## src/rtl/terminal_fifo_pkg.sv

```systemverilog
// Shared register-map constants and the STATUS word layout for the terminal FIFO.
// Included by the top level so decode and read mux agree on one definition.
package terminal_fifo_pkg;

   localparam logic [7:0]  TERM_OFF_TXDATA    = 8'h00;
   localparam logic [7:0]  TERM_OFF_STATUS    = 8'h04;
   localparam logic [7:0]  TERM_OFF_CTRL      = 8'h08;
   localparam logic [7:0]  TERM_OFF_HIST      = 8'h10;

   localparam int          CTRL_CLR_OVF_BIT   = 0;
   localparam int          CTRL_FLUSH_BIT     = 1;

   localparam logic [31:0] TERM_READ_UNMAPPED = 32'hFFFF_FFFF;

   typedef struct packed {
      logic [15:0] rsvd_hi;
      logic [7:0]  count;
      logic [4:0]  rsvd_lo;
      logic        ovf;
      logic        full;
      logic        empty;
   } status_t;

   // Registers are word aligned; the two low address bits never select anything.
   function automatic logic [7:0] word_offset(input logic [7:0] byte_off);
      return byte_off & 8'hFC;
   endfunction

endpackage

```

## src/rtl/terminal_fifo_if.sv

```systemverilog
// CPU data-memory bus plus the outgoing byte stream, bundled for the terminal FIFO.
// The master side is the CPU/sink environment; the slave side is the terminal.
interface terminal_fifo_if;

   logic        we;
   logic [31:0] addr;
   logic [31:0] data_write;
   logic [31:0] data_read;
   logic [7:0]  tx_data;
   logic        tx_valid;
   logic        tx_ready;

   modport master (
      output we, addr, data_write, tx_ready,
      input  data_read, tx_data, tx_valid
   );

   modport slave (
      input  we, addr, data_write, tx_ready,
      output data_read, tx_data, tx_valid
   );

endinterface

```

## src/rtl/terminal_fifo_sync_fifo.sv

```systemverilog
// Generic first-word-fall-through synchronous FIFO with flush, reusable for an RX path.
// A push while full is still accepted if a pop frees a slot on the same edge.
module sync_fifo #(
   parameter int WIDTH = 8,
   parameter int DEPTH = 16
) (
   input  logic                     clk,
   input  logic                     reset,
   input  logic                     i_push,
   input  logic                     i_pop,
   input  logic                     i_flush,
   input  logic [WIDTH-1:0]         i_wdata,
   output logic [WIDTH-1:0]         o_rdata,
   output logic                     o_full,
   output logic                     o_empty,
   output logic [$clog2(DEPTH):0]   o_count
);

   localparam int PW = $clog2(DEPTH);
   localparam int CW = PW + 1;

   logic [WIDTH-1:0] r_mem [DEPTH];
   logic [PW-1:0]    r_wr_ptr;
   logic [PW-1:0]    r_rd_ptr;
   logic [CW-1:0]    r_count;
   logic             w_push;
   logic             w_pop;

   assign o_full  = (r_count == CW'(DEPTH));
   assign o_empty = (r_count == '0);
   assign o_count = r_count;
   assign o_rdata = r_mem[r_rd_ptr];

   assign w_pop  = i_pop && !o_empty;
   assign w_push = i_push && (!o_full || w_pop);

   // NOTE: state registers use non-blocking assignments so every always_ff samples pre-edge values.
   always_ff @(posedge clk) begin
      if (reset || i_flush) begin
         r_wr_ptr <= '0;
         r_rd_ptr <= '0;
         r_count  <= '0;
      end else begin
         if (w_push) r_wr_ptr <= r_wr_ptr + 1'b1;
         if (w_pop)  r_rd_ptr <= r_rd_ptr + 1'b1;
         case ({w_push, w_pop})
            2'b10:   r_count <= r_count + 1'b1;
            2'b01:   r_count <= r_count - 1'b1;
            default: r_count <= r_count;
         endcase
      end
   end

   // NOTE: storage has no reset; the pointers and count alone define which entries are valid.
   always_ff @(posedge clk) begin
      if (w_push) r_mem[r_wr_ptr] <= i_wdata;
   end

endmodule

```

## src/rtl/terminal_fifo.sv

```systemverilog
// Memory-mapped character terminal: buffered TX byte stream, sticky overflow flag,
// readable status and a shift-register history of bytes delivered to the sink.
module terminal_fifo
   import terminal_fifo_pkg::*;
#(
   parameter logic [31:0] BASE_ADDR  = 32'h0000_0000,
   parameter int          DEPTH      = 16,
   parameter int          HIST_BYTES = 16
) (
   input  logic                      clk,
   input  logic                      reset,
   terminal_fifo_if.slave            bus,
   output logic [7:0]                o_terminal_bus,
   output logic [HIST_BYTES*8-1:0]   o_terminal_block
);

   logic                    w_hit;
   logic [7:0]              w_off;
   logic                    w_wr_txdata;
   logic                    w_wr_ctrl;
   logic                    w_flush;
   logic                    w_clr_ovf;
   logic                    w_pop;
   logic                    w_full;
   logic                    w_empty;
   logic [$clog2(DEPTH):0]  w_count;
   logic [7:0]              w_head;
   status_t                 w_status;
   logic                    w_unused_wdata;

   logic                    r_ovf;
   logic [7:0]              r_terminal_bus;
   logic [HIST_BYTES*8-1:0] r_block;

   assign w_hit       = (bus.addr[31:8] == BASE_ADDR[31:8]);
   assign w_off       = word_offset(bus.addr[7:0]);
   assign w_wr_txdata = bus.we && w_hit && (w_off == TERM_OFF_TXDATA);
   assign w_wr_ctrl   = bus.we && w_hit && (w_off == TERM_OFF_CTRL);
   assign w_flush     = w_wr_ctrl && bus.data_write[CTRL_FLUSH_BIT];
   assign w_clr_ovf   = w_wr_ctrl && bus.data_write[CTRL_CLR_OVF_BIT];
   assign w_pop       = !w_empty && bus.tx_ready;

   assign w_unused_wdata = ^bus.data_write[31:8];

   sync_fifo #(
      .WIDTH (8),
      .DEPTH (DEPTH)
   ) u_tx_fifo (
      .clk     (clk),
      .reset   (reset),
      .i_push  (w_wr_txdata),
      .i_pop   (bus.tx_ready),
      .i_flush (w_flush),
      .i_wdata (bus.data_write[7:0]),
      .o_rdata (w_head),
      .o_full  (w_full),
      .o_empty (w_empty),
      .o_count (w_count)
   );

   assign bus.tx_data  = w_head;
   assign bus.tx_valid = !w_empty;

   // A rejected push and a clear on the same edge leave ovf set.
   always_ff @(posedge clk) begin
      if (reset) begin
         r_ovf <= 1'b0;
      end else if (w_wr_txdata && w_full && !w_pop) begin
         r_ovf <= 1'b1;
      end else if (w_clr_ovf) begin
         r_ovf <= 1'b0;
      end
   end

   always_ff @(posedge clk) begin
      if (reset) begin
         r_terminal_bus <= 8'h00;
         r_block        <= '0;
      end else if (w_pop) begin
         r_terminal_bus <= w_head;
         r_block        <= {r_block[HIST_BYTES*8-9:0], w_head};
      end
   end

   assign o_terminal_bus   = r_terminal_bus;
   assign o_terminal_block = r_block;

   always_comb begin
      w_status         = '0;
      w_status.count   = 8'(w_count);
      w_status.ovf     = r_ovf;
      w_status.full    = w_full;
      w_status.empty   = w_empty;
   end

   // NOTE: defaulting the output first keeps every path assigned, so no latch is inferred.
   always_comb begin
      bus.data_read = TERM_READ_UNMAPPED;
      if (w_hit) begin
         case (w_off)
            TERM_OFF_TXDATA: bus.data_read = TERM_READ_UNMAPPED;
            TERM_OFF_STATUS: bus.data_read = w_status;
            TERM_OFF_CTRL:   bus.data_read = 32'h0;
            default: begin
               for (int k = 0; k < HIST_BYTES / 4; k++) begin
                  if (w_off == TERM_OFF_HIST + 8'(4 * k)) bus.data_read = r_block[32*k +: 32];
               end
            end
         endcase
      end
   end

endmodule

```

## src/flat_wrapper.sv

```systemverilog
// flat-port wrapper written by rule: the top's interface ports become plain ports
module terminal_fifo_flat import terminal_fifo_pkg::*;
#(
   parameter logic [31:0] BASE_ADDR  = 32'h0000_0000,
   parameter int          DEPTH      = 16,
   parameter int          HIST_BYTES = 16
)
  (clk, reset, o_terminal_bus, o_terminal_block, bus_we, bus_addr, bus_data_write, bus_tx_ready, bus_data_read, bus_tx_data, bus_tx_valid);
  terminal_fifo_if bus_i ();
  input  logic clk;
  input  logic reset;
  output logic [7:0] o_terminal_bus;
  output logic [HIST_BYTES*8-1:0] o_terminal_block;
  input wire logic [$bits(bus_i.we)-1:0] bus_we;
  input wire logic [$bits(bus_i.addr)-1:0] bus_addr;
  input wire logic [$bits(bus_i.data_write)-1:0] bus_data_write;
  input wire logic [$bits(bus_i.tx_ready)-1:0] bus_tx_ready;
  output wire logic [$bits(bus_i.data_read)-1:0] bus_data_read;
  output wire logic [$bits(bus_i.tx_data)-1:0] bus_tx_data;
  output wire logic [$bits(bus_i.tx_valid)-1:0] bus_tx_valid;
  assign bus_i.we = bus_we;
  assign bus_i.addr = bus_addr;
  assign bus_i.data_write = bus_data_write;
  assign bus_i.tx_ready = bus_tx_ready;
  assign bus_data_read = bus_i.data_read;
  assign bus_tx_data = bus_i.tx_data;
  assign bus_tx_valid = bus_i.tx_valid;
  terminal_fifo #(.BASE_ADDR(BASE_ADDR), .DEPTH(DEPTH), .HIST_BYTES(HIST_BYTES)) u_core (.clk(clk), .reset(reset), .bus(bus_i), .o_terminal_bus(o_terminal_bus), .o_terminal_block(o_terminal_block));
endmodule
```

## config.mk

```make
export PLATFORM = sky130hd
export DESIGN_NAME = terminal_fifo_flat
export DESIGN_NICKNAME = d
export VERILOG_FILES = /design/src/rtl/terminal_fifo_pkg.sv /design/src/rtl/terminal_fifo_if.sv /design/src/rtl/terminal_fifo_sync_fifo.sv /design/src/rtl/terminal_fifo.sv /design/src/flat_wrapper.sv
export SDC_FILE = /design/constraint.sdc
export NUM_CORES = 1
export LEC_CHECK = 0
export CAP_MARGIN = 20
export CORE_UTILIZATION = 49
export DETAILED_ROUTE_END_ITERATION = 10
export GPL_TIMING_DRIVEN = 0
export PLACE_DENSITY_LB_ADDON = 0.08
export SLEW_MARGIN = 25
export SYNTH_ARGS = -nofsm -noshare
export SYNTH_HDL_FRONTEND = slang
export SYNTH_SLANG_ARGS = --single-unit
```

## constraint.sdc

```tcl
create_clock -name clk -period 5.6 [get_ports clk]
set_input_delay 1.12 -clock clk [delete_from_list [all_inputs] [get_ports clk]]
set_output_delay 1.12 -clock clk [all_outputs]
set_load 0.05 [all_outputs]
```

== After elaboration in Yosys (flattened, before gate mapping) ==
Memory sizes are Yosys's and may differ from the RTL's. A register that Yosys moved wholly into a read port is not among the register bits.
Index checks and enable logic that the tools add are counted.

* Add/sub/neg operators: 4
* $mul: 0
* Div/mod/pow operators: 0
* $lt $le $gt $ge: 0
* Eq/ne operators: 9
* Shifts and indexed selects: 0
* Mux-type cells: 13
* Bitwise gates (word level): 0
* Reduce and logical (&&, ||, !) cells: 19

{| class="wikitable"
|+ Operator list
! cell !! number
|-
| $mux W32 || 5
|-
| $pmux W32 S3 || 1
|-
| $eq A6 B3 Y1 const B || 4
|-
| $logic_not A24 Y1 || 1
|-
| $pmux W5 S2 || 1
|-
| $logic_and A1 B1 Y1 || 9
|-
| $add A4 B1 Y4 const B || 2
|-
| $logic_not A8 Y1 || 1
|-
| $mux W4 || 2
|-
| $eq A6 B1 Y1 const B || 1
|-
| $eq A6 B2 Y1 const B || 1
|-
| $add A5 B1 Y5 const B || 1
|-
| $eq A5 B5 Y1 const B || 1
|-
| $logic_not A5 Y1 || 1
|-
| $sub A5 B1 Y5 const B || 1
|-
| $mux W1 || 4
|-
| $reduce_bool A2 Y1 || 2
|-
| $logic_not A1 Y1 || 3
|-
| $eq A2 B1 Y1 const B || 1
|-
| $eq A2 B2 Y1 const B || 1
|-
| $logic_or A1 B1 Y1 || 2
|}

* Register bits: 150
* Latch bits: 0
* RAM bits: 128
* Memory bits (read-only): 0
* Bits of input ports: 68
* Output and inout bits: 177
* Logic and storage cells: 52
* Memories: 1

{| class="wikitable"
|+ Memories
! name !! words !! bits a word !! read ports !! clocked after Yosys merged registers in !! wr ports !! RTL line !! text
|-
| u_core.u_tx_fifo.r_mem || 16 || 8 || 1 || 1 || 1 || terminal_fifo_sync_fifo.sv:22 || <nowiki>logic [WIDTH-1:0] r_mem [DEPTH];</nowiki>
|}

== Longest topological paths before layout ==
* Depth after elaboration: 7
* Gate-level depth with buffers: 15
* Depth with buffers taken out: 12

== Hierarchy ==
Synthesis repeated with hierarchy kept, for this count alone.

* Cell total of the unflattened synthesis: 1117
* Area total of the unflattened synthesis: 11716.2 um2

{| class="wikitable"
|+ Modules (own cells, without submodules)
! module !! times used !! cells each !! area an instance (um2) !! seq. area each (um2)
|-
| sync_fifo || 1 || 332 || 5886.9 || 4184.0
|-
| terminal_fifo || 1 || 785 || 5829.3 || 2582.5
|}

== Worst setup path after synthesis ==
Ideal clock, no wire load.

* Path kind: input to register
* From: in bus_addr[7]
* To: reg u_core.u_tx_fifo.r_count[4], in the netlist u_core.u_tx_fifo.o_count[4]
* Library setup time: 0.117 ns
* Arrival time: 4.105 ns
* Required time: 5.483 ns
* Slack: 1.378 ns
* Stages: 15
* Buffers on the path: 3
* Cell sequence: or4_4 buf_6 a2111oi_4 and4_1 buf_4 buf_4 inv_1 ha_1 xor2_1 ha_1 a211o_1 a211o_1 a31oi_1 xnor2_1 nor2_1

* Word-level cells in the longest chain between the ends: 5
* Elaborated cells between the ends (all ways): 11
* Those cells by class: 3 x eq/ne; 1 x mux; 7 x reduce/logical

{| class="wikitable"
|+ RTL lines
! item !! RTL line !! text
|-
| start, declared || flat_wrapper.sv:15 || <nowiki>input wire logic [$bits(bus_i.addr)-1:0] bus_addr;</nowiki>
|-
| $logic_not A8 Y1 || terminal_fifo.sv:37 || <nowiki>assign w_wr_txdata = bus.we && w_hit && (w_off == TERM_OFF_TXDATA);</nowiki>
|-
| $logic_and A1 B1 Y1 || terminal_fifo.sv:37 ||
|-
| $logic_and A1 B1 Y1 || terminal_fifo_sync_fifo.sv:35 || <nowiki>assign w_push = i_push && (!o_full || w_pop);</nowiki>
|-
| $eq A2 B1 Y1 / $eq A2 B2 Y1 (equally long branches) || terminal_fifo_sync_fifo.sv:46 || <nowiki>case ({w_push, w_pop})</nowiki>
|-
| $pmux W5 S2 / $reduce_bool A2 Y1 (equally long branches) || - ||
|-
| end signal, assigned || terminal_fifo_sync_fifo.sv:47 || <nowiki>2'b10: r_count <= r_count + 1'b1;</nowiki>
|-
| end signal, assigned || terminal_fifo_sync_fifo.sv:48 || <nowiki>2'b01: r_count <= r_count - 1'b1;</nowiki>
|-
| end signal, assigned || terminal_fifo_sync_fifo.sv:49 || <nowiki>default: r_count <= r_count;</nowiki>
|-
| end, declared || terminal_fifo_sync_fifo.sv:25 || <nowiki>logic [CW-1:0] r_count;</nowiki>
|}

Several ways; a longest one is shown, not always the timed one.
A chain may end at the register's enable or synchronous reset.

== Worst setup path after layout ==
* From: in bus_addr[2]
* To: out bus_data_read[12]

* Word-level cells in the longest chain between the ends: 7
* Elaborated cells between the ends (all ways): 13
* Those cells by class: 6 x eq/ne; 6 x mux; 1 x reduce/logical

{| class="wikitable"
|+ RTL lines
! item !! RTL line !! text
|-
| $eq A6 B3 Y1 || terminal_fifo.sv:106 || <nowiki>if (w_off == TERM_OFF_HIST + 8'(4 * k)) bus.data_read = r_block[32*k +: 32];</nowiki>
|-
| $mux W32 (4 in a row) || terminal_fifo.sv:106 ||
|-
| $pmux W32 S3 * || terminal_fifo.sv:100 || <nowiki>case (w_off)</nowiki>
|-
| $mux W32 * || terminal_fifo.sv:99 || <nowiki>if (w_hit) begin</nowiki>
|-
| end, declared || flat_wrapper.sv:18 || <nowiki>output wire logic [$bits(bus_i.data_read)-1:0] bus_data_read;</nowiki>
|}

Every way passes the cells marked *; elsewhere a longest branch is shown, timed or not.

==> out/results.txt <==
Area contributors post-synth - edfxtp_1, dfxtp_1, nand2_1
Clk sinks - 274
Num CTS Buffers - 28
Antenna cells - 0
Total wire length - 37,490 um
Post-CTS Setup Bufs - 0
Synth cell types - 54
Hold Fails Final Rpt - 0
CTS tree - yes
Min Hold Slack - 0.4812 ns
Max Fclk - 0.1855 GHz
P_sw - 0.8750 mW
Routed vias/inst - 5.805
Reg power frac - 49.0%
Top FF cell, synth - dfxtp_1
Synth Warn # - 0
Post-synthesis sequential area ratio - 57.34%
Die Ht - 157.2 um
Critical path arrival - 4.27 ns
Final Critical Period - 5.391 ns
Final setup violation count - 0
Mean Syn Cell Area - 10.24 um^2
Initial antenna violation count - 0
Die Wd - 157.2 um
Final slew viol count - 0
Worst-path clk slew - 0.06 ns
First-pass GRT wire length - 55,370 um
Vias in the first global route - 9,252
Tot Pwr - 4.269 mW
IO Pins - 245
Syn Nets - 1,229
Worst skew pair latency - 0.56 ns
Final period utilization - 96.27%
Finished Cell Area - 0.01538 mm^2
Post-route setup TNS - 0 ns
DRT Pass-1 Iters - 7
Mapped cell area - 0.01180 mm^2
Place WS - 0.1486 ns
Non-Filler Instances - 1,740
Layout cells sized above 1 - 8.093%
Worst hold path class - reg2reg
Beginning of the worst hold path - u_core.o_terminal_block[125]$_SDFFE_PP0P_
Worst-case clock skew - 0.01306 ns
RSZ-0062 raised after global routing - no
Critical path endpoint - bus_data_read[12]
Kind of critical path - in2out
Clk pwr share - 47.9%
RePlAce Congestion - 0.9662
CTS Buffer Depth - 3
Max cap viols - 0
CTS root buffer - clkbuf_16
Max FO, Critical Path - 10
Status - finished, final reports clean
Worst Setup SP - bus_addr[2]
Routed Antenna Nets - 0
Hold_buf cts - 0
Post-synth EDFFs - 128
Routed len/inst - 21.55 um
Utilization after layout - 65.34%
P_leak - 4.936 nW
R2r endpoint - u_core.u_tx_fifo.o_count[4]$_SDFFE_PP0P_
Setup ws final - 0.2086 ns
Total core area - 0.02354 mm^2
H-tree depth - 1
Switching share of power - 20.50%
Placed insts - 1,688
Crit start category - input port
Syn-to-layout area delta - 30.35%
Post-synth top area cell - edfxtp_1
Iteration-0 DRC Markers - 1,106
Overflow after GRT - 0
# nets final - 1,476
Cell Rows - 56
R2r startpoint - u_core.u_tx_fifo.o_count[1]$_SDFFE_PP0P_
FF-to-FF path depth - 14
Largest net degree at the start of global routing - 18
Max IR drop VDD - 0.1628 mV
Post-synth ARST share - 0%
Filler cells - 1,966
HPWL Detailed - 27,450 um
Die ar. - 0.02471 mm^2
Starting Density - 50.13%
Port bufs - 217
Number of remaining DRC errors - 0
Vias - 10,100
CP required - 4.48 ns
Share of the synthesized area in the top cell type - 32.57%
Placed cell area - 0.01437 mm^2
Slew @ Worst Pin - 0.9328 ns
Total track usage - 30.18%
Relative slew slack - 37.81%
Cells after Synth - 1,152
PD cells - 277.5 mW/mm^2
FF+latch count, synth - 274
Critical Path End Type - output port
R2R Setup Slk - 2.07 ns
Post-cts sizing count - 0
Logic pwr share - 3.1%
P_int - 3.394 mW
-- synth_stat cells, types with 6 or more instances --
cell and n:
nand2_1 299, dfxtp_1 146, a21oi_1 137, edfxtp_1 128, mux2i_1 65, clkbuf_1 55
mux2_2 32, o22ai_1 32, nor2_1 30, o211ai_1 24, and3_1 17, a221oi_1 16
a22oi_1 16, buf_1 14, o21ai_0 13, buf_2 11, buf_4 10, ha_1 9
a211o_1 8, a22o_1 8, o21a_1 8, inv_1 7, nor4_1 6
-- worst max-delay path, cell delays in order --
cell and delay [ns]:
clkdlybuf4s50_1 0.51, clkbuf_8 0.20, clkbuf_1 0.50, mux2_2 0.41
o22ai_1 0.39, a21oi_1 0.13, a211o_1 0.29, clkdlybuf4s50_1 0.72
-- power groups by stage --
stage | combinational (mW) | sequential [mW] | clock, mW
after floorplan | 0.0541 | 2.14 | 0
after global placement | 0.124 | 2.14 | 0
after detailed placement | 0.126 | 2.14 | 0
after CTS | 0.126 | 2.09 | 2.06
after global routing | 0.138 | 2.09 | 2.14
final | 0.131 | 2.09 | 2.05
-- placed cells by master (no fill, tap or decap), types with 30 or more instances in the layout --
cell             instances
a21oi_1                137
edfxtp_1               128
dfxtp_1                146
mux2i_1                 65
mux2_2                  32
nand2_1                299
nor2_1                  30
o22ai_1                 32
clkdlybuf4s50_1        217
clkbuf_1                60
-- kinds of logic (layout without fill, tap and decap cells) --
family	after synthesis	after routing	share of synthesized area, %
adders and majority gates	9	9	0.9542
and+or+nand+nor	388	388	14.03
AOI/OAI and AO/OA	272	272	14.31
muxes	97	97	8.567
xor gates and xnor gates	8	8	0.5937
buffers and inverters	104	373	4.209
DFF	274	274	57.34
-- final cells by class --
| cell class | count | area (um^2) | share of cell area (%) |
|---|---|---|---|
| tap | 319 | 399.1 | 2.595 |
| multi-input combinational | 774 | 4543 | 29.53 |
| inverter | 8 | 30.03 | 0.1952 |
| buffer | 96 | 466.7 | 3.034 |
| clock buffer | 34 | 733.2 | 4.766 |
| clock inverter | 18 | 272.8 | 1.773 |
| timing repair buffer | 217 | 2172 | 14.12 |
| sequential | 274 | 6766 | 43.99 |
-- worst min-delay path by stage --
stage	slack, ns	to	cells past startpoint
5_1_grt	0.51	u_core.r_ovf$_SDFFE_PP0P_	2
4_1_cts	0.48	u_core.o_terminal_block[123]$_SDFFE_PP0P_	2
3_3_place_gp	0.46	u_core.o_terminal_block[124]$_SDFFE_PP0P_	2
2_1_floorplan	0.45	u_core.r_ovf$_SDFFE_PP0P_	2
3_5_place_dp	0.47	u_core.o_terminal_block[123]$_SDFFE_PP0P_	2
6_report	0.48	u_core.o_terminal_block[125]$_SDFFE_PP0P_	2
-- registers in the layout, summed over array words and instances, names as in the netlist, named ones only --
name	count
u_core.o_terminal_block	128
u_core.r_ovf	1
u_core.u_tx_fifo.o_count	5
u_core.u_tx_fifo.r_mem	128
u_core.u_tx_fifo.r_rd_ptr	4
u_core.u_tx_fifo.r_wr_ptr	4
-- metal layers --
metal	vias up	part of all wire (%)	track usage, %
li1	4600	-	-
met1	4914	44	44.14
met2	530	44	45.20
met3	56	10	6.360
met4	0	2.3	8.044
met5	-	0	0
(Power assumes the default switching activity.)
==> variant 1, RTL diff (same settings) <==
`DEPTH` is set to 16 in 3 places; all go to 32.
--- a/src/rtl/terminal_fifo_sync_fifo.sv
+++ b/src/rtl/terminal_fifo_sync_fifo.sv
@@ -3,5 +3,5 @@
 module sync_fifo #(
    parameter int WIDTH = 8,
-   parameter int DEPTH = 16
+   parameter int DEPTH = 32
 ) (
    input  logic                     clk,
--- a/src/rtl/terminal_fifo.sv
+++ b/src/rtl/terminal_fifo.sv
@@ -5,5 +5,5 @@
 #(
    parameter logic [31:0] BASE_ADDR  = 32'h0000_0000,
-   parameter int          DEPTH      = 16,
+   parameter int          DEPTH      = 32,
    parameter int          HIST_BYTES = 16
 ) (
--- a/src/flat_wrapper.sv
+++ b/src/flat_wrapper.sv
@@ -3,5 +3,5 @@
 #(
    parameter logic [31:0] BASE_ADDR  = 32'h0000_0000,
-   parameter int          DEPTH      = 16,
+   parameter int          DEPTH      = 32,
    parameter int          HIST_BYTES = 16
 )
Check against the original RTL: no difference found for any inputs over 4 cycles, from zero or initial values and one cycle with reset high; that may be too few to reach the edited logic, so the function may still have changed.
==> variant 1 against the original RTL <==
- combinational power is 3% lower
- synthesized area increased by 42%
- critical endpoint is now bus_data_read[3]
- power increased by 45%
- sequential cell count is 132 higher
- design area rose by 36%
- final cell count rose by 18%
- worst setup slack better by 0.072 ns
- wire length grew 28%
==> variant 1: results (changes against the original RTL) <==
Run status
  – Status: complete, no violations (unchanged)

Global routing
  – Wire length of the first global-routing pass: 71.5 mm (was 55.4 mm)
  – All-layer global routing usage: 0.274 (was 0.302)

Power and ir drop
  – Worst VDD drop: 0.274 mV (was 0.163 mV)
  – Cell leakage power: 6.58 nW (was 4.94 nW)

CTS
  – Post-cts resize count: 1 (was 0)
  – CTS H-tree lvls: 2 (was 1)
  – Total CTS buffers: 42 (was 28)

Logic synthesis
  – Top cells by area, synth: edfxtp_1, dfxtp_1, mux4_2, nand2_1, a21oi_1 (was edfxtp_1, dfxtp_1, nand2_1, a21oi_1, mux2i_1)
  – Syn Area/Cell: 12.8 um2 (was 10.2 um2)
  – Seq/Total Area, Yosys: 0.640 (was 0.573)
  – Number of synthesized flops with an enable pin: 256 (was 128)
  – Synth cell count leaders: nand2_1, edfxtp_1, dfxtp_1 (was nand2_1, dfxtp_1, a21oi_1)
  – Yosys cell types: 49 (was 54)
  – Mapped Nets: 1384 (was 1229)

Final layout
  – Final non-filler cell total: 2051 (was 1740)
  – Fraction of layout cells with a size suffix above 1: 0.153 (was 0.0809)
  – Final net count: 1646 (was 1476)
  – Filler Cells Inserted: 2655 (was 1966)

Worst setup path
  – R2r startpoint: u_core.u_tx_fifo.o_count[0] (was u_core.u_tx_fifo.o_count[1])
  – Critical path endpoint: bus_data_read[3] (was bus_data_read[12])
  – Worst EP arrival: 4.20 ns (was 4.27 ns)
  – Reg2reg path depth: 15 (was 14)
  – CP max stage delay: 0.75 ns (was 0.72 ns)
  – Reg2reg setup slack: 1.80 ns (was 2.07 ns)

Routing
  – Drt wl/cell: 23.4 um (was 21.5 um)
  – 1st-pass router iterations: 6 (was 7)
  – Routed vias/inst: 5.70 (was 5.80)
  – Iteration-0 DRC count of the detailed router: 940 (was 1106)

Timing
  – Clock skew: 0.0198 ns (was 0.0131 ns)
  – Tightest Pin Transition: 0.817 ns (was 0.933 ns)

Placement
  – Dpl hpwl: 35.5 mm (was 27.5 mm)
  – Buffers on Ports: 218 (was 217)
==> variant 1: cell count changes in the layout (fill, tap and decap cells not counted), sizes merged, moves of 9 or more <==
cell    change
nand2       -9
edfxtp    +128
o21ai      +47
nor2       +34
a221oi     -16
mux4       +80
and3       -15
a22oi      -14
mux2i      -63
o211ai     -18
buf        +26
==> variant 1: cells by family (layout without fill, tap and decap cells) <==
| kind of cell | count (synthesis) | in the layout | share of synthesized area |
|---|---|---|---|
| mux | 122 | 122 | 0.136 |
| buf+inv | 113 | 408 | 0.0344 |
| fa+ha+maj | 8 | 8 | 0.00599 |
| flops | 406 | 406 | 0.640 |
| simple gates | 405 | 405 | 0.0993 |
| compound gates | 243 | 243 | 0.0791 |
| xor+xnor | 11 | 11 | 0.00576 |
==> variant 1: worst min path at each step <==
stage,start,end,slack (ns),cells after the start
finish,u_core.o_terminal_block[123],u_core.o_terminal_block[123],0.48,2
global route,u_core.o_terminal_block[113],u_core.o_terminal_block[113],0.51,2
CTS,u_core.o_terminal_block[123],u_core.o_terminal_block[123],0.47,2
detailed placement,u_core.o_terminal_block[123],u_core.o_terminal_block[123],0.46,2
global placement,u_core.o_terminal_block[123],u_core.o_terminal_block[123],0.46,2
floorplan,u_core.u_tx_fifo.r_rd_ptr[1],flip-flop,0.47,2
==> variant 1: worst max-delay path, delay by kind of cell <==
kind	cells	cell delay, ns
AOI/OAI and AO/OA	3	0.54
buffers and inverters	4	1.97
muxes	1	0.40
and+or+nand+nor	1	0.14
==> variant 1: power breakdown <==
| part | internal (W) | switching, W |
|---|---|---|
| clock | 0.00173 | 0.00115 |
| sequential | 0.00317 | 0.00000000528 |
| combinational | 0.0000396 | 0.0000877 |
| total | 0.00495 | 0.00124 |
==> variant 1: through the flow <==
stage	hold WS [ns]	utilization	setup WS [ns]
after floorplan	0.468	-	1.19
after global placement	0.457	0.580	-0.0582
after detailed placement	0.463	0.580	-0.0985
after CTS	0.471	0.622	0.0469
after global routing	0.508	0.622	0.187
final	0.481	0.622	0.281
==> variant 1: per-layer routing <==
metal | part of all wire | global-route usage | wire length (um)
met2 | 0.49 | 0.457 | 23500
met3 | 0.069 | 0.0515 | 3310
met5 | 0 | 0 | 0
met4 | 0.024 | 0.0722 | 1160
met1 | 0.42 | 0.370 | 20100
==> variant 1: area by class of cell <==
| cell class | instances | area (um2) | share of cell area |
|---|---|---|---|
| clock inverters | 26 | 323 | 0.0155 |
| plain buffers | 102 | 538 | 0.0258 |
| clock buffers | 51 | 1110 | 0.0530 |
| repair buffers | 218 | 2140 | 0.103 |
| multi-input cells | 789 | 5460 | 0.262 |
| flip-flops and latches | 406 | 10700 | 0.512 |
| well taps | 448 | 561 | 0.0269 |
| inverters | 11 | 41.3 | 0.00198 |
==> variant 2, RTL diff (config.mk and constraints unchanged) <==
Without the edit above. One comparison of `r_count` changes from == to >=.
--- a/src/rtl/terminal_fifo_sync_fifo.sv
+++ b/src/rtl/terminal_fifo_sync_fifo.sv
@@ -27,5 +27,5 @@
    logic             w_pop;
 
-   assign o_full  = (r_count == CW'(DEPTH));
+   assign o_full  = (r_count >= CW'(DEPTH));
    assign o_empty = (r_count == '0);
    assign o_count = r_count;
Behaviour: no difference found for any inputs over 4 cycles, from zero or initial values and one cycle with reset high; that may be too few to reach the edited logic, so the function may still have changed.
==> variant 2 against the original RTL <==
- critical path depth is 1 higher
- sequential cell count unchanged
- wire length is 5.1% lower
- non-clock buffer count decreased by 2
- largest cell class unchanged
- worst setup slack improved by 0.17 ns
- power down 5.8%
- design area fell by 0.96%
- clock power decreased by 12%
- clock skew is 0.0050 ns lower
- synthesized area fell by 0.24%
==> variant 2: results (changes against the original RTL) <==
Timing
  – Clock skew: 0.00802 ns (was 0.0131 ns)
  – Slew headroom: 0.473 (was 0.378)

Worst setup path
  – Reg2reg setup slack: 2.23 ns (was 2.07 ns)
  – Worst EP arrival: 4.10 ns (was 4.27 ns)
  – R2r startpoint: u_core.u_tx_fifo.o_count[2] (was u_core.u_tx_fifo.o_count[1])
  – Reg2reg path depth: 13 (was 14)
  – Top Family by Delay on Critical Path: buffers and inverters (unchanged)
  – Slowest CP cell: clkdlybuf4s50_1 (unchanged)
  – CP max stage delay: 0.83 ns (was 0.72 ns)
  – Crit Reg-Reg Endpoint: u_core.u_tx_fifo.o_count[4] (unchanged)

CTS
  – Worst-skew pair later-pin latency: 0.55 ns
  – Clk root buf: clkbuf_16 (unchanged)
  – Reg clk slew, reported paths: 0.06 ns (about the same)
  – CTS H-tree lvls: 1 (unchanged)
  – CTS Hold Buffers Added: 0 (unchanged)
  – Total CTS buffers: 28 (unchanged)

Placement
  – Dpl hpwl: 26.5 mm (was 27.5 mm)
  – Routability cong.: 0.975 (was 0.966)
  – Buffers on Ports: 218 (was 217)
  – Setup WS pre-CTS: 0.438 ns (was 0.149 ns)

Global routing
  – Wire length of the first global-routing pass: 52.5 mm (was 55.4 mm)
  – Number of global-route vias before repair: 9048 (was 9252)
  – Initial antenna violation count: 0 (unchanged)
  – All-layer global routing usage: 0.285 (was 0.302)
  – Largest net degree at the start of global routing: 18 (unchanged)

Final layout
  – Final net count: 1469 (was 1476)
  – Fraction of layout cells with a size suffix above 1: 0.0892 (was 0.0809)
  – Antenna Cells: 0 (unchanged)

Worst hold path
  – Worst Hold Class: flip-flop to flip-flop (unchanged)
  – Worst Hold End: u_core.o_terminal_block[125] (unchanged)
  – Hold path cells: 2 (unchanged)

Routing
  – WL final: 35.6 mm (was 37.5 mm)
  – Iteration-0 DRC count of the detailed router: 806 (was 1106)
  – 1st-pass router iterations: 5 (was 7)
  – Total number of vias: 9693 (was 10100)

Logic synthesis
  – Top cells by area, synth: edfxtp_1, dfxtp_1, nand2_1, mux2i_1, a21oi_1 (was edfxtp_1, dfxtp_1, nand2_1, a21oi_1, mux2i_1)
  – Yosys cell types: 49 (was 54)
  – Area leader, netlist: edfxtp_1 (unchanged)
  – Seq/Total Area, Yosys: 0.575 (was 0.573)
  – Synth cell count leaders: nand2_1, dfxtp_1, a21oi_1, edfxtp_1, mux2i_1 (was nand2_1, dfxtp_1, a21oi_1)
  – Syn Area/Cell: 10.3 um2 (was 10.2 um2)
  – Mapped Nets: 1221 (was 1229)
  – Number of synthesized flops with an enable pin: 128 (unchanged)

Run status
  – Status: complete, no violations (unchanged)

Power and ir drop
  – Worst VDD drop: 0.278 mV (was 0.163 mV)
  – Cell-internal power: 0.00319 W (was 0.00339 W)
  – Cell leakage power: 4.94 nW (about the same)
[variant 2: per-layer routing]
layer	routed length (um)	global-route usage
met1	13800	0.353
met2	17700	0.497
met3	2400	0.0363
met4	1640	0.131
met5	0	0
[variant 2: stage by stage]
step           hold WS (ns)  area (um2)  power (W)  std cells
5_1_grt               0.507       15200    0.00411       1732
4_1_cts               0.480       15200    0.00403       1732
3_3_place_gp          0.462       14400    0.00225       1682
6_report              0.480       15200    0.00402       1732
2_1_floorplan         0.450       11800    0.00219       1145
3_5_place_dp          0.472       14400    0.00225       1682
[variant 2: worst max-delay path by stage]
stage | start | to | slack [ns] | depth (start not counted)
after floorplan | bus_addr[7] | bus_data_read[0] | 1.74 | 5
after global placement | bus_addr[2] | bus_data_read[11] | 0.44 | 9
after detailed placement | bus_addr[2] | bus_data_read[9] | 0.44 | 9
after CTS | bus_addr[2] | bus_data_read[9] | 0.43 | 9
after global routing | bus_addr[2] | bus_data_read[17] | 0.24 | 9
final | bus_addr[2] | bus_data_read[11] | 0.38 | 9
[variant 2: power by group through the flow]
stage,logic [W],clock network [W],registers [W]
CTS,0.000118,0.00182,0.00209
finish,0.000119,0.00181,0.00209
detailed placement,0.000117,0,0.00214
global route,0.000126,0.00189,0.00209
global placement,0.000115,0,0.00214
floorplan,0.0000505,0,0.00214
[variant 2: cells by family after synthesis]
logic type	synth area share
adders and majority gates	0.00850
buffers and inverters	0.0459
AOI/OAI and AO/OA	0.132
xor gates and xnor gates	0.00744
and+or+nand+nor	0.145
muxes	0.0867
DFF	0.575
[variant 2: cell type report]
cell class / instances / area [um2]
plain buffers: 93 / 507
clock buffers: 40 / 776
clock inverters: 10 / 106
fillers: 1959 / 8310
inverters: 9 / 33.8
multi-input cells: 769 / 4470
flip-flops and latches: 274 / 6770
well taps: 319 / 399
repair buffers: 218 / 2180
[variant 2: worst register-to-register path, delay by kind of cell, from the launching register on]
kind,cells,cell delay (ns)
adder cells (fa/ha/maj),2,0.56
buffers and inverters,3,0.59
XOR/XNOR,1,0.17
flip-flops,1,0.29
AO/OA/AOI/OAI,4,0.64
AND/OR/NAND/NOR,3,1.04
